[config.mk]
export PLATFORM = sky130hd
export DESIGN_NAME = uart_8n1_receiver
export DESIGN_NICKNAME = d
export VERILOG_FILES = /design/src/rtl/uart_8n1_receiver.sv
export SDC_FILE = /design/constraint.sdc
export NUM_CORES = 1
export LEC_CHECK = 0
export CAP_MARGIN = 0
export CORE_MARGIN = 2
export CORE_UTILIZATION = 23
export CTS_BUF_LIST = sky130_fd_sc_hd__clkbuf_8
export CTS_CLUSTER_DIAMETER = 200
export DETAILED_ROUTE_END_ITERATION = 6
export REMOVE_ABC_BUFFERS = 1
export SYNTH_ARGS = -nofsm -noshare
export SYNTH_HDL_FRONTEND = slang
export SYNTH_SLANG_ARGS = --single-unit
[constraint.sdc]
create_clock -name clk_baud_16x -period 2.9 [get_ports clk_baud_16x]
set_clock_uncertainty 0.1 [all_clocks]
set_input_delay 0.58 -clock clk_baud_16x [delete_from_list [all_inputs] [get_ports clk_baud_16x]]
set_output_delay 0.58 -clock clk_baud_16x [all_outputs]
set_load 0.01 [all_outputs]
[src/rtl/uart_8n1_receiver.sv]
// 8N1 UART receiver on a 16x baud clock with a valid/read holding register.
// Define UART_RX_MAJORITY_VOTE_EN for 2-of-3 majority sampling at each bit sample point.
module uart_8n1_receiver #(
  parameter int SYNC_STAGES = 2
) (
  input  logic       clk_baud_16x,
  input  logic       reset,
  input  logic       rx,
  output logic [7:0] recv_data,
  output logic       recv_valid,
  input  logic       recv_read,
  output logic       recv_frame_error,
  output logic       recv_overrun
);

  typedef enum logic [2:0] {
    IDLE  = 3'd0,
    START = 3'd1,
    DATA  = 3'd2,
    STOP  = 3'd3,
    BREAK = 3'd4
  } state_t;

  state_t                 state;
  logic [SYNC_STAGES-1:0] sync;
  logic                   rxs;
  logic                   sample;
  logic [3:0]             tick;
  logic [2:0]             bit_cnt;
  logic [7:0]             shift;

  // Flops preset high so reset never looks like a start edge.
  always_ff @(posedge clk_baud_16x or negedge reset) begin
    if (!reset) sync <= '1;
    else        sync <= {sync[SYNC_STAGES-2:0], rx};
  end

  assign rxs = sync[SYNC_STAGES-1];

`ifdef UART_RX_MAJORITY_VOTE_EN
  logic [1:0] hist;

  always_ff @(posedge clk_baud_16x or negedge reset) begin
    if (!reset) hist <= 2'b11;
    else        hist <= {hist[0], rxs};
  end

  // Current value plus the two previous cycles, so the decision edge stays put.
  assign sample = (rxs & hist[0]) | (rxs & hist[1]) | (hist[0] & hist[1]);
`else
  assign sample = rxs;
`endif

  always_ff @(posedge clk_baud_16x or negedge reset) begin
    if (!reset) begin
      state            <= IDLE;
      tick             <= 4'd0;
      bit_cnt          <= 3'd0;
      shift            <= 8'h00;
      recv_data        <= 8'h00;
      recv_valid       <= 1'b0;
      recv_frame_error <= 1'b0;
      recv_overrun     <= 1'b0;
    end else begin
      if (recv_read && recv_valid) begin
        recv_valid       <= 1'b0;
        recv_frame_error <= 1'b0;
        recv_overrun     <= 1'b0;
      end
      case (state)
        IDLE: begin
          if (!rxs) begin
            state <= START;
            tick  <= 4'd0;
          end
        end
        START: begin
          if (tick == 4'd7) begin
            if (!sample) begin
              state   <= DATA;
              tick    <= 4'd0;
              bit_cnt <= 3'd0;
            end else begin
              state <= IDLE;
            end
          end else begin
            tick <= tick + 4'd1;
          end
        end
        DATA: begin
          if (tick == 4'd15) begin
            shift   <= {sample, shift[7:1]};
            tick    <= 4'd0;
            bit_cnt <= bit_cnt + 3'd1;
            if (bit_cnt == 3'd7) state <= STOP;
          end else begin
            tick <= tick + 4'd1;
          end
        end
        STOP: begin
          if (tick == 4'd15) begin
            tick <= 4'd0;
            if (sample) begin
              // A load on the same edge as a read overrides the read's clear of valid.
              if (!recv_valid || recv_read) begin
                recv_data  <= shift;
                recv_valid <= 1'b1;
              end else begin
                recv_overrun <= 1'b1;
              end
              state <= IDLE;
            end else begin
              recv_frame_error <= 1'b1;
              state            <= BREAK;
            end
          end else begin
            tick <= tick + 4'd1;
          end
        end
        BREAK: begin
          if (rxs) state <= IDLE;
        end
        default: state <= IDLE;
      endcase
    end
  end

endmodule

======== Word-level counts from Yosys, hierarchy flattened ========
Index checks and enable logic that the tools add are counted.
word-level totals
  register bits after elaboration ......... 31
  output and inout port bits .............. 11
  ROM bits ................................ 0
  bits in latches ......................... 0
  bits of input ports ..................... 4
  memories ................................ 0
  memory bits (writable) .................. 0
cells by class
  muxes and demuxes ....................... 31
  divide/modulo/power cells ............... 0
  magnitude comparators ................... 0
  shift operators ......................... 0
  reductions and logical operators ........ 11
  equal/unequal tests ..................... 14
  bitwise gates (word level) .............. 0
  multiply operators ...................... 0
  $add $sub $neg .......................... 2
operators with widths
  kind                   number
  $mux W3                10
  $pmux W3 S5            1
  $mux W1                14
  $ne A2 B2 Y1 const B   7
  $mux W4                3
  $pmux W4 S3            1
  $reduce_and A4 Y1      2
  $eq A3 B2 Y1 const B   2
  $eq A3 B3 Y1 const B   2
  $pmux W3 S2            1
  $reduce_and A6 Y1      1
  $add A4 B1 Y4 const B  1
  $eq A4 B3 Y1 const B   1
  $eq A4 B4 Y1 const B   1
  $add A3 B1 Y3 const B  1
  $eq A3 B1 Y1 const B   1
  $logic_not A3 Y1       1
  $reduce_bool A3 Y1     1
  $mux W2                1
  $reduce_and A2 Y1      1
  $reduce_bool A2 Y1     1
  $reduce_or A2 Y1       1
  $logic_and A1 B1 Y1    1
  $logic_not A1 Y1       1
  $logic_or A1 B1 Y1     1

======== Logic depth before layout (Yosys ltp) ========
Gate-level depths: netlist (run 1).
  depth after elaboration ................. 6
  mapped depth ............................ 6

======== Least setup slack after synthesis (run 1) ========
Ideal clock, no wire load.
  path type ............................... register -> register
  from .................................... reg tick[0]
  to ...................................... reg recv_data[0]
  required time ........................... 2.673 ns
  clock period less this slack ............ 1.864 ns
  stages on the path, launching flop included .. 7
  path slack .............................. 1.036 ns
  data arrival time ....................... 1.637 ns
  cell sequence ........................... dfrtp_1 ha_1 nand3_2 nor3_4 and3_1 buf_4 mux2_1
on the way
  word-level cells in the longest chain between the ends .. 2
ends and longest elaborated chain
  what                         RTL line  RTL
  start: declaration           28        logic [3:0] tick;
  start signal: assignment     87        tick <= tick + 4'd1;
  start signal: assignment     97        tick <= tick + 4'd1;
  start signal: assignment     117       tick <= tick + 4'd1;
  $eq A4 B4 Y1                 101       if (tick == 4'd15) begin
  $reduce_and A4 Y1 (no line)  n/a
  end signal: assignment       106       recv_data <= shift;
  end: declaration             9         output logic [7:0] recv_data,
No other way between the ends.
A chain may end at the register's enable or synchronous reset.

======== Worst setup path in the final report (run 1) ========
  from .................................... reg tick[0]
  to ...................................... reg recv_data[1]
Same word-level chain as after synthesis.

==> flow_metrics.tcl, run 1 <==
set metrics [dict create \
    cts_num_sinks 31 \
    cp_max_fo 8 \
    ctsResizeCount 0 \
    vias 937 \
    core_area_um2 5850 \
    final_util 0.284 \
    rsz0062_at_grt "false" \
    postRouteAntennaNets 0 \
    power_leakage_uw 0.000780 \
    track_usage 0.0902 \
    fp-row-count 28 \
    synth_flop_cell "dfrtp_1" \
    hold_viol_final 0 \
    netlist_instances 128 \
    synthArstFlopShare 1.00 \
    setup_viol 0 \
    io_buffers 14 \
    clkLatencyLatePin_ns 0.28 \
    ys_warn_count 0 \
    max_freq_ghz 0.462 \
    worst_ep_required_time_ns 2.96 \
    vias_per_cell 4.26 \
    period_share 0.746 \
    gp_congestion 0.729 \
    grt_pass1_wl_um 4610 \
    slowest_delay_ns 0.42 \
    clock_path_buffers 2 \
    io_pins 15 \
    die_w_um 81.4 \
    grt_max_degree 32 \
    drv_slew 0 \
    seq_area_frac_synth 0.565 \
    crit_arrival_ns 2.22 \
    synth_enable_flop_cells 0 \
    synthToLayoutAreaGrowth_pct 20.7 \
    insertedDiodeCount 0 \
    cp-start-kind "flop" \
    drt_iter0_markers 60 \
    ff_latch_area_um2 778 \
    path_clk_slew_ns 0.06 \
    max_slew_margin 0.549 \
    ys_ff_latch 31 \
    cts_tree "done" \
    ir_drop_v 0.000263 \
    initial_core_util 0.235 \
    cp_cell_sequence "ha_1, nand3_2, nor3_4, and3_1, mux2_1" \
    antenna_found_initial 0 \
    setup_tns_ns 0 \
    hold_path.class "reg -> reg" \
    multi_input_area_um2 553 \
    worst_pin_slew_ns 0.672 \
    drive_above_1_share 0.0966 \
    grt_pass1_vias 979 \
    wl_per_cell_um 11.5 \
    status "finished, final reports clean" \
    cp-end-kind "flop" \
    hpwl_um 1740 \
    cts-root-buf "clkbuf_8" \
    maxCapViolCount 0 \
    cp_slowest_cell "and3_1" \
    cts_buffers 5 \
    grt_overflow 0 \
    cp_num_buf_inv 0 \
    fillerInstances 617 \
    wl_um 2530 \
    powerDensity_nw_per_um2 658 \
    crit_family "simple AND/OR/NAND/NOR gates" \
    syn-mean-instance-area_um2 10.8 \
    period_needed_ns 2.16 \
    first_pass_iters 4 \
    fin_nets 151 \
    drc 0 \
    post-cts-setup-buffers 0 \
    ys_types 35 \
    dieHeight_um 81.4 \
    htree_levels 2 \
    mappedNetlistArea_um2 1380 \
    ctsHoldBuffers 0 \
    die_area_um2 6620 \
    worst-setup-path-type "reg -> reg" \
]
[per-stage QoR]
stage	hold WS [ns]	power [uW]	worst slack, ns	instances	cell area (um2)
global placement	0.246	783	0.707	212	1580
global route	0.265	1170	0.544	220	1660
CTS	0.260	1110	0.699	220	1660
finish	0.257	1090	0.736	220	1660
detailed placement	0.251	789	0.693	212	1580
floorplan	0.184	716	0.973	122	1340
[cell type report]
class                   count  area share
repair buffers             15      0.0889
clock inverters             3     0.00753
well taps                  75      0.0565
inverters                   2     0.00452
multi-input cells          89       0.333
flip-flops and latches     31       0.468
clock buffers               5      0.0414
[per-layer routing]
metal / wire, um / part of all wire / global-route usage / up-vias
met1: 1240 / 0.49 / 0.118 / 450
met4: 21 / 0.0083 / 0.0254 / 0
met3: 106 / 0.042 / 0.0356 / 3
li1: - / - / - / 471
met5: 0 / 0 / 0 / -
met2: 1170 / 0.46 / 0.138 / 13
[sequential cells by signal, indices dropped and copies added (netlist names)]
register          cells
recv_data             8
shift                 8
tick                  4
bit_cnt               3
state                 3
sync                  2
recv_frame_error      1
recv_overrun          1
recv_valid            1
[synthesized netlist by cell type (2+ instances only)]
master,n,share of area
nor2_1,7,0.019
nor3_1,2,0.0073
clkbuf_1,2,0.0055
a21oi_1,6,0.022
inv_1,2,0.0055
nand2b_1,4,0.018
mux2_1,8,0.065
dfrtp_1,29,0.53
dfstp_2,2,0.038
ha_1,3,0.027
nand2_1,30,0.082
o21ai_0,5,0.018
a211oi_1,2,0.011
buf_4,2,0.011
nand3b_1,2,0.011
a22o_1,3,0.019
[layout by cell type (no fill, tap or decap), types with 2 or more instances in the layout]
cell | netlist | routed
nand2_1 | 30 | 30
dfrtp_1 | 29 | 29
clkdlybuf4s50_1 | 0 | 14
mux2_1 | 8 | 8
nor2_1 | 7 | 7
a21oi_1 | 6 | 6
o21ai_0 | 5 | 5
clkbuf_8 | 0 | 5
inv_1 | 2 | 4
nand2b_1 | 4 | 4
a22o_1 | 3 | 3
ha_1 | 3 | 3
nand3b_1 | 2 | 2
nor3_1 | 2 | 2
a211oi_1 | 2 | 2
dfstp_2 | 2 | 2
[report_power, final]
group	leakage (uW)	switching (uW)	internal (uW)
logic	0.000319	103	110
registers	0.000411	79.9	488
clock network	0.0000505	153	161
total	0.000780	335	758
[worst reg2reg max path, stage by stage (launching register included)]
cell and delay, ns:
dfrtp_1 0.37, ha_1 0.29, nand3_2 0.22, nor3_4 0.28, and3_1 0.42, mux2_1 0.37
[logic make-up after synthesis]
kind of cell,synth area share
simple gates,0.199
mux,0.0809
buf+inv,0.0327
fa+ha+maj,0.0273
compound gates,0.0945
flops,0.565
[worst paths after layout]
kind	startpoint	slack, ns	cells past startpoint	end
setup / recovery	tick[0]$_DFFE_PN0P_	0.74	5	recv_data[1]$_DFFE_PN0P_
max in group asynchronous	reset	1.77	2	sync[1]$_DFF_PN1_
hold / removal	sync[0]$_DFF_PN1_	0.26	0	sync[1]$_DFF_PN1_
setup reg to reg	tick[0]$_DFFE_PN0P_	0.74	5	recv_data[1]$_DFFE_PN0P_
min in group asynchronous	reset	0.60	2	recv_data[3]$_DFFE_PN0P_
hold reg to reg	sync[0]$_DFF_PN1_	0.26	0	sync[1]$_DFF_PN1_
No activity file was read; power rests on OpenSTA's default activity.
==> run 2, diff against run 1 <==
- clock period: 2.9 -> 1.9 ns (I/O delays scaled with it)
==> run 2 against run 1 <==
  * Design area rose by 6.5%
  * Sequential cell count unchanged
  * Largest power group unchanged
  * Setup slack lost 0.62 ns
  * Sequential power is 48% higher
  * Via count rose by 5.4%
  * Critical path type unchanged
  * Power grew 61%
==> flow_metrics.tcl, run 2 (same netlist as run 1, synthesis figures left out) <==
set metrics [dict create \
    maxCapViolCount 0 \
    dieHeight_um 81.4 \
    post-cts-setup-buffers 0 \
    period_needed_ns 1.79 \
    antenna_found_initial 0 \
    wl_per_cell_um 11.4 \
    track_usage 0.0940 \
    path_clk_slew_ns 0.06 \
    max_slew_margin 0.839 \
    drv_slew 0 \
    grt_max_degree 32 \
    power_leakage_uw 0.000836 \
    worst_ep_required_time_ns 1.96 \
    fin_nets 160 \
    cts_tree "done" \
    status "finished, final reports clean" \
    clock_path_buffers 2 \
    powerDensity_nw_per_um2 997 \
    grt_pass1_wl_um 4680 \
    cp_max_fo 8 \
    layout_common_cells "nand2_1, dfrtp_1, clkdlybuf4s50_1" \
    vias 988 \
    io_pins 15 \
    vias_per_cell 4.31 \
    cts_buffers 5 \
    setup_tns_ns 0 \
    crit_arrival_ns 1.85 \
    largestRegisters "recv_data x8, shift x8, tick x4" \
    ctsHoldBuffers 0 \
    cts-root-buf "clkbuf_8" \
    final_common_cell "nand2_1" \
    core_area_um2 5850 \
    rrSetupSlack_ns 0.11 \
    total_power_uw 1760 \
    first_pass_iters 3 \
    die_area_um2 6620 \
    initial_core_util 0.235 \
    setup_slack_ns 0.113 \
    postRouteAntennaNets 0 \
    setup_viol 0 \
    insertedDiodeCount 0 \
    dp_slack_ns -0.000146 \
    drc 0 \
    ctsResizeCount 0 \
    drive_above_1_share 0.162 \
    drt_iter0_markers 35 \
    hold_path.class "reg -> reg" \
    hold_viol_final 0 \
    ir_drop_v 0.000442 \
    max_freq_ghz 0.560 \
    rsz0062_at_grt "false" \
    final_util 0.302 \
    cts_num_sinks 31 \
    grt_overflow 0 \
    worst_pin_slew_ns 0.242 \
    hpwl_um 1810 \
    cp-end-kind "flop" \
    wl_um 2620 \
    worst-setup-path-type "reg -> reg" \
    hold_ws_ns 0.254 \
    grt_pass1_vias 992 \
    fp-row-count 28 \
    gp_congestion 0.716 \
    htree_levels 2 \
    io_buffers 14 \
    die_w_um 81.4 \
    synthToLayoutAreaGrowth_pct 28.5 \
    cp-start-kind "flop" \
    fillerInstances 620 \
    clkLatencyLatePin_ns 0.28 \
    period_share 0.941 \
]
[run 2: area by class of cell]
cell class	instances	area, um2	area share
inverter	2	7.51	0.00424
sequential	31	778	0.440
timing repair buffer	24	240	0.136
multi-input combinational	89	558	0.315
clock buffer	6	82.6	0.0467
tap	75	93.8	0.0530
clock inverter	2	8.76	0.00495
[run 2: final timing paths]
kind / start / to / cells after the start
setup / recovery: tick[0]$_DFFE_PN0P_ / recv_data[5]$_DFFE_PN0P_ / 6
hold / removal: sync[0]$_DFF_PN1_ / sync[1]$_DFF_PN1_ / 0
setup reg to reg: tick[0]$_DFFE_PN0P_ / recv_data[5]$_DFFE_PN0P_ / 6
hold reg to reg: sync[0]$_DFF_PN1_ / sync[1]$_DFF_PN1_ / 0
max in group asynchronous: reset / sync[1]$_DFF_PN1_ / 2
min in group asynchronous: reset / recv_data[4]$_DFFE_PN0P_ / 2
[run 2: per-stage QoR]
stage / cells / cell area (um2)
2_1_floorplan: 122 / 1340
3_3_place_gp: 221 / 1670
3_5_place_dp: 221 / 1670
4_1_cts: 229 / 1760
5_1_grt: 229 / 1770
6_report: 229 / 1770
[run 2: power by group]
group / switching [uW] / internal [uW] / leakage (uW) / total [uW]
clock network: 233 / 286 / 0.0000524 / 519
logic: 201 / 206 / 0.000373 / 407
registers: 93.2 / 745 / 0.000411 / 838
total: 527 / 1240 / 0.000836 / 1760
[run 2: per-layer routing]
| metal | vias to the layer above | global-route usage | part of all wire |
|---|---|---|---|
| li1 | 488 | - | - |
| met1 | 482 | 0.127 | 0.50 |
| met2 | 13 | 0.138 | 0.46 |
| met3 | 5 | 0.0322 | 0.032 |
| met4 | 0 | 0.0356 | 0.014 |
| met5 | - | 0 | 0 |
[run 2: worst max-delay path: stages, from the launching register on]
cell and delay, ns:
dfrtp_1 0.37, ha_1 0.22, nand3_2 0.12, nor3_4 0.19, and3_1 0.22, buf_12 0.13
mux2_1 0.31
==> RTL edit 1 (config.mk and constraints of run 2) <==
The 5 states of `state_t` get a one-hot encoding in 5 bits.
--- a/src/rtl/uart_8n1_receiver.sv
+++ b/src/rtl/uart_8n1_receiver.sv
@@ -13,12 +13,12 @@
   output logic       recv_overrun
 );
 
-  typedef enum logic [2:0] {
-    IDLE  = 3'd0,
-    START = 3'd1,
-    DATA  = 3'd2,
-    STOP  = 3'd3,
-    BREAK = 3'd4
+  typedef enum logic [4:0] {
+    IDLE  = 5'b00001,
+    START = 5'b00010,
+    DATA  = 5'b00100,
+    STOP  = 5'b01000,
+    BREAK = 5'b10000
   } state_t;
 
   state_t                 state;
Formal check against the unedited RTL: no difference found for any inputs over 10 cycles, from zero or initial values and one cycle with reset low; not proved beyond that.
==> RTL edit 1 against run 2 <==
The flow now finishes with violations (negative setup slack); non-clock buffer count grew 14; worst setup slack got worse by 140 ps; sequential cell count up 2; routed wire length rose by 27%; utilization is 1.4 points higher; first-iteration DRC count grew 97%; power up 39%; area after synthesis rose by 25%; final area grew 30%; largest cell class is now multi-input combinational cells.
==> RTL edit 1: results (changes against run 2) <==
Initial DRC Count = 69 (+97%)
Post-CTS Setup Bufs = 1 (+1)
Non-clock buffer share = 0.156 (+0.0198)
dpl hpwl = 2300 µm (+27%)
Fillers = 736 (+19%)
CTS-repair resized insts = 5 (+5)
crit path max fanout = 5 (-3)
Seq/Total Area, Yosys = 0.481 (-0.0843)
NumNets Final = 187 (+17%)
seq pwr = 830 µW (-1%)
metal1 wirelength = 1650 µm (+27%)
crit path DAT = 1990 ps (+140 ps)
sequential fraction of total cell area = 0.362 (-0.0780)
Cell Pwr Density = 1070 mW/mm² (+7.3%)
worst-case reg-to-reg path depth = 4 (-2)
met2 WL = 1520 µm (+28%)
Max-Slew Margin vs Limit = 0.770 (-0.0687)
VDD IR-drop max = 0.334 mV (-24%)
#MultiIn Comb = 95 (+6.7%)
Buffers, non-clock = 38 (+58%)
fraction of area in multi-input gates = 0.370 (+0.0547)
met2 usage = 0.131 (-0.00711)
Routed wire per std cell = 11.9 µm (+3.8%)
Pint = 1650 µW (+34%)
number of global-route vias before repair = 1227 (+24%)
flops & latches, synth = 33 (+6.5%)
inverters = 7 (+5)
met3 routed WL = 136 µm (+60%)
Leak = 0.00102 µW (+22%)
slowest CP cell = or4b_4
GPL Wtd Cong = 0.826 (+15%)
Max stage delay on crit path = 590 ps (+220 ps)
CP Capture Point = shift[2]
dpl cells = 270 (+22%)
Post-Syn Area per Cell = 12.1 µm² (+13%)
combinational share of power = 0.402 (+0.171)
commonest cells in the netlist = dfrtp_1, mux2_2, mux2_4
r2r setup slk = -30 ps (-140 ps)
proportion of layout cells with a drive suffix above 1 = 0.398 (+0.235)
failing checks = negative setup slack
Regs by FF count = recv_data x8, shift x8, state x5
met3 usage in global routing = 0.0309 (-0.00134)
first-pass GRT wire length = 5750 µm (+23%)
largest net degree at the start of global routing = 34 (+6.3%)
overall routing resource usage = 0.0858 (-0.00820)
PnR worst setup slack = -26.5 ps (-140 ps)
top cells by area, synth = dfrtp_1, mux2_4, mux2_2
post-route setup TNS = -105 ps (-105 ps)
drt first pass iters = 4 (+1)
met1 usage = 0.118 (-0.00970)
Setup crit start = state[0]
Synth-to-Final Area Change = 32.9%
status = finished with violations
Post-DP Area = 0.00210 mm² (+25%)
Via density = 4.37 (+1.3%)
synth unique cells = 50 (+43%)
clk slew on worst S/H paths = 70 ps
final setup vio count = 5 (+5)
clk tree area frac = 0.0469 (-0.00468)
RTL edit 1: cell types whose count changed in the layout (fill, tap and decap cells not counted), moves of 5 or more:
cell / run 2 / this run
mux2_2: 1 / 9
mux2_4: 0 / 9
buf_4: 8 / 19
inv_1: 3 / 8
mux2_1: 8 / 0
nand2_1: 30 / 5
RTL edit 1: cells by family (layout without fill, tap and decap cells):
group,Yosys count,in the layout,share of synthesized area
buf+inv,15,53,0.0668
simple gates,37,38,0.132
flops,33,33,0.481
mux,18,18,0.135
compound gates,34,34,0.153
fa+ha+maj,3,3,0.0218
xor+xnor,2,2,0.0102
RTL edit 1: worst min path at each step:
stage,startpoint,end,slack (ps),cells past startpoint
after floorplan,reset,bit_cnt[0],-20,0
after global placement,sync[0],sync[1],250,0
after detailed placement,sync[0],sync[1],250,0
after CTS,sync[0],sync[1],260,0
after global routing,sync[0],sync[1],270,0
final,sync[0],sync[1],260,0
==> RTL edit 2 (config.mk and constraints of run 2) <==
Made on the original files. The parameter `SYNC_STAGES` goes from 2 to 4.
--- a/src/rtl/uart_8n1_receiver.sv
+++ b/src/rtl/uart_8n1_receiver.sv
@@ -1,7 +1,7 @@
 // 8N1 UART receiver on a 16x baud clock with a valid/read holding register.
 // Define UART_RX_MAJORITY_VOTE_EN for 2-of-3 majority sampling at each bit sample point.
 module uart_8n1_receiver #(
-  parameter int SYNC_STAGES = 2
+  parameter int SYNC_STAGES = 4
 ) (
   input  logic       clk_baud_16x,
   input  logic       reset,
Formal check against the unedited RTL: same outputs for any inputs over 10 cycles, from zero or initial values and one cycle with reset low; that may be too few to reach the edited logic, so the function may still have changed.
==> RTL edit 2 against run 2 <==
Sequential cell count grew 2; sequential share of layout area is 1.4 points higher; routed wire length increased by 4.8%; non-clock buffer count is 3 lower; area after synthesis grew 6.4%; final area rose by 3.5%; power rose by 11%; worst setup slack better by 16 ps; critical path depth is the same; count of clock-buffer cells in the layout is 1 higher; critical endpoint is now state[0]; largest cell class unchanged; highest routed layer unchanged.
==> RTL edit 2: results (changes against run 2) <==
status = completed
top cells by area, synth = dfrtp_1, nand2_1, dfstp_2
H-tree depth = 2 (unchanged)
Critical R2R Capture = state[0]
largest net degree at the start of global routing = 34 (+6.3%)
final setup vio count = 0 (unchanged)
CTS root buffer = clkbuf_8
worst-case reg-to-reg path depth = 6 (unchanged)
clk_lat worst skew = 290 ps
crit path kind = flip-flop to flip-flop
proportion of layout cells with a drive suffix above 1 = 0.221 (+0.0584)
Leak = 0.000827 µW (-1.1%)
hold depth = 0 (unchanged)
r2r setup slk = 130 ps (+20 ps)
Regs by FF count = recv_data x8, shift x8
Reg-to-Reg Start = state[1]
IO buf count = 14 (unchanged)
dpl hpwl = 1810 µm (+0.17%)
NumNets Final = 160 (unchanged)
Initial DRC Count = 36 (+2.9%)
Main synth FF type = dfrtp_1
Sink Count = 33 (+6.5%)
Fillers = 672 (+8.4%)
drt first pass iters = 5 (+2)
Seq/Total Area, Yosys = 0.568 (+0.00207)
Via density = 4.35 (+0.84%)
Syn. warnings = 0 (unchanged)
crit path DAT = 1900 ps (+50 ps)
Max-Slew Margin vs Limit = 0.647 (-0.192)
Synth async-reset ratio = 1.00 (unchanged)
Synth Area in Compound Gates = 0.121 (+0.0260)
Endpoint, Worst Hold = sync[1]
initial antenna violation count = 0 (unchanged)
commonest cells in the netlist = nand2_1, dfrtp_1, mux2_2, o21ai_0, a21oi_1
synth unique cells = 34 (-2.9%)
mux contribution to synthesized area = 0.0684 (-0.0125)
hold path start = sync[0]
clk buf depth = 2 (unchanged)
GPL Wtd Cong = 0.808 (+13%)
Synth Area in XOR/XNOR = 0.00598 (+0.00598)
Synth-to-Final Area Change = 25.1%
Antenna Cells = 0 (unchanged)
Post-Synth Adder-Cell Area = 0.0256 (-0.00163)
number of global-route vias before repair = 973 (-1.9%)
crit path max fanout = 10 (+2)
min-delay worst type = flip-flop to flip-flop
CTS Buf Count = 5 (unchanged)
Routed WL = 2740 µm (+4.8%)
first-pass GRT wire length = 4700 µm (+0.43%)
clk slew on worst S/H paths = 60 ps (about the same)
overall routing resource usage = 0.0852 (-0.00881)
Post-DP Area = 0.00170 mm² (+1.8%)
VDD IR-drop max = 0.555 mV (+26%)
## RTL edit 2: cell types whose count changed after synthesis, moves of 2 or more
cell | before | now
inv_1 | 2 | 4
nor2_1 | 7 | 4
o21ai_0 | 5 | 8
nand2b_1 | 4 | 2
buf_2 | 0 | 4
mux2_2 | 1 | 8
a21o_1 | 0 | 2
dfstp_2 | 2 | 4
mux2_1 | 8 | 0
a211oi_1 | 2 | 0
## RTL edit 2: final cells by class
type | instances | area, µm² | area share
sequential | 33 | 831 | 0.454
multi-input combinational | 88 | 596 | 0.325
timing repair buffer | 21 | 193 | 0.105
clock buffer | 7 | 96.3 | 0.0526
tap | 77 | 96.3 | 0.0526
inverter | 4 | 15.0 | 0.00820
clock inverter | 1 | 5.00 | 0.00273
## RTL edit 2: report_power, final
part	switching, µW	internal (µW)
registers	112	810
logic	224	236
clock network	251	327
## RTL edit 2: timing repair
item                                    CTS  global route
resized for setup                         0             2
endpoints found under the setup margin    0            19
hold buffers                              0             0
buffers inserted                          0             2
## RTL edit 2: per-layer routing
| metal | vias up | GRT usage | share of wire |
|---|---|---|---|
| li1 | 497 | - | - |
| met1 | 482 | 0.110 | 0.49 |
| met4 | 0 | 0.0396 | 0.021 |
| met2 | 21 | 0.130 | 0.45 |
| met5 | - | 0 | 0 |
| met3 | 5 | 0.0267 | 0.040 |
## RTL edit 2: through the flow
stage	hold WS, ps	power, µW	worst slack [ps]	instances	utilization
after floorplan	-15.6	1190	108	125	-
after global placement	247	1350	67.6	221	0.273
after detailed placement	248	1360	27.2	221	0.273
after CTS	257	1950	16.8	229	0.289
after global routing	259	2090	15.8	231	0.294
final	256	1960	129	231	0.294
## RTL edit 2: critical path: stages, from the launching register on
cell,delay (ps)
dfrtp_1,500
nor2_1,350
a311oi_2,100
buf_4,170
buf_4,130
nor4_1,250
a21o_1,110
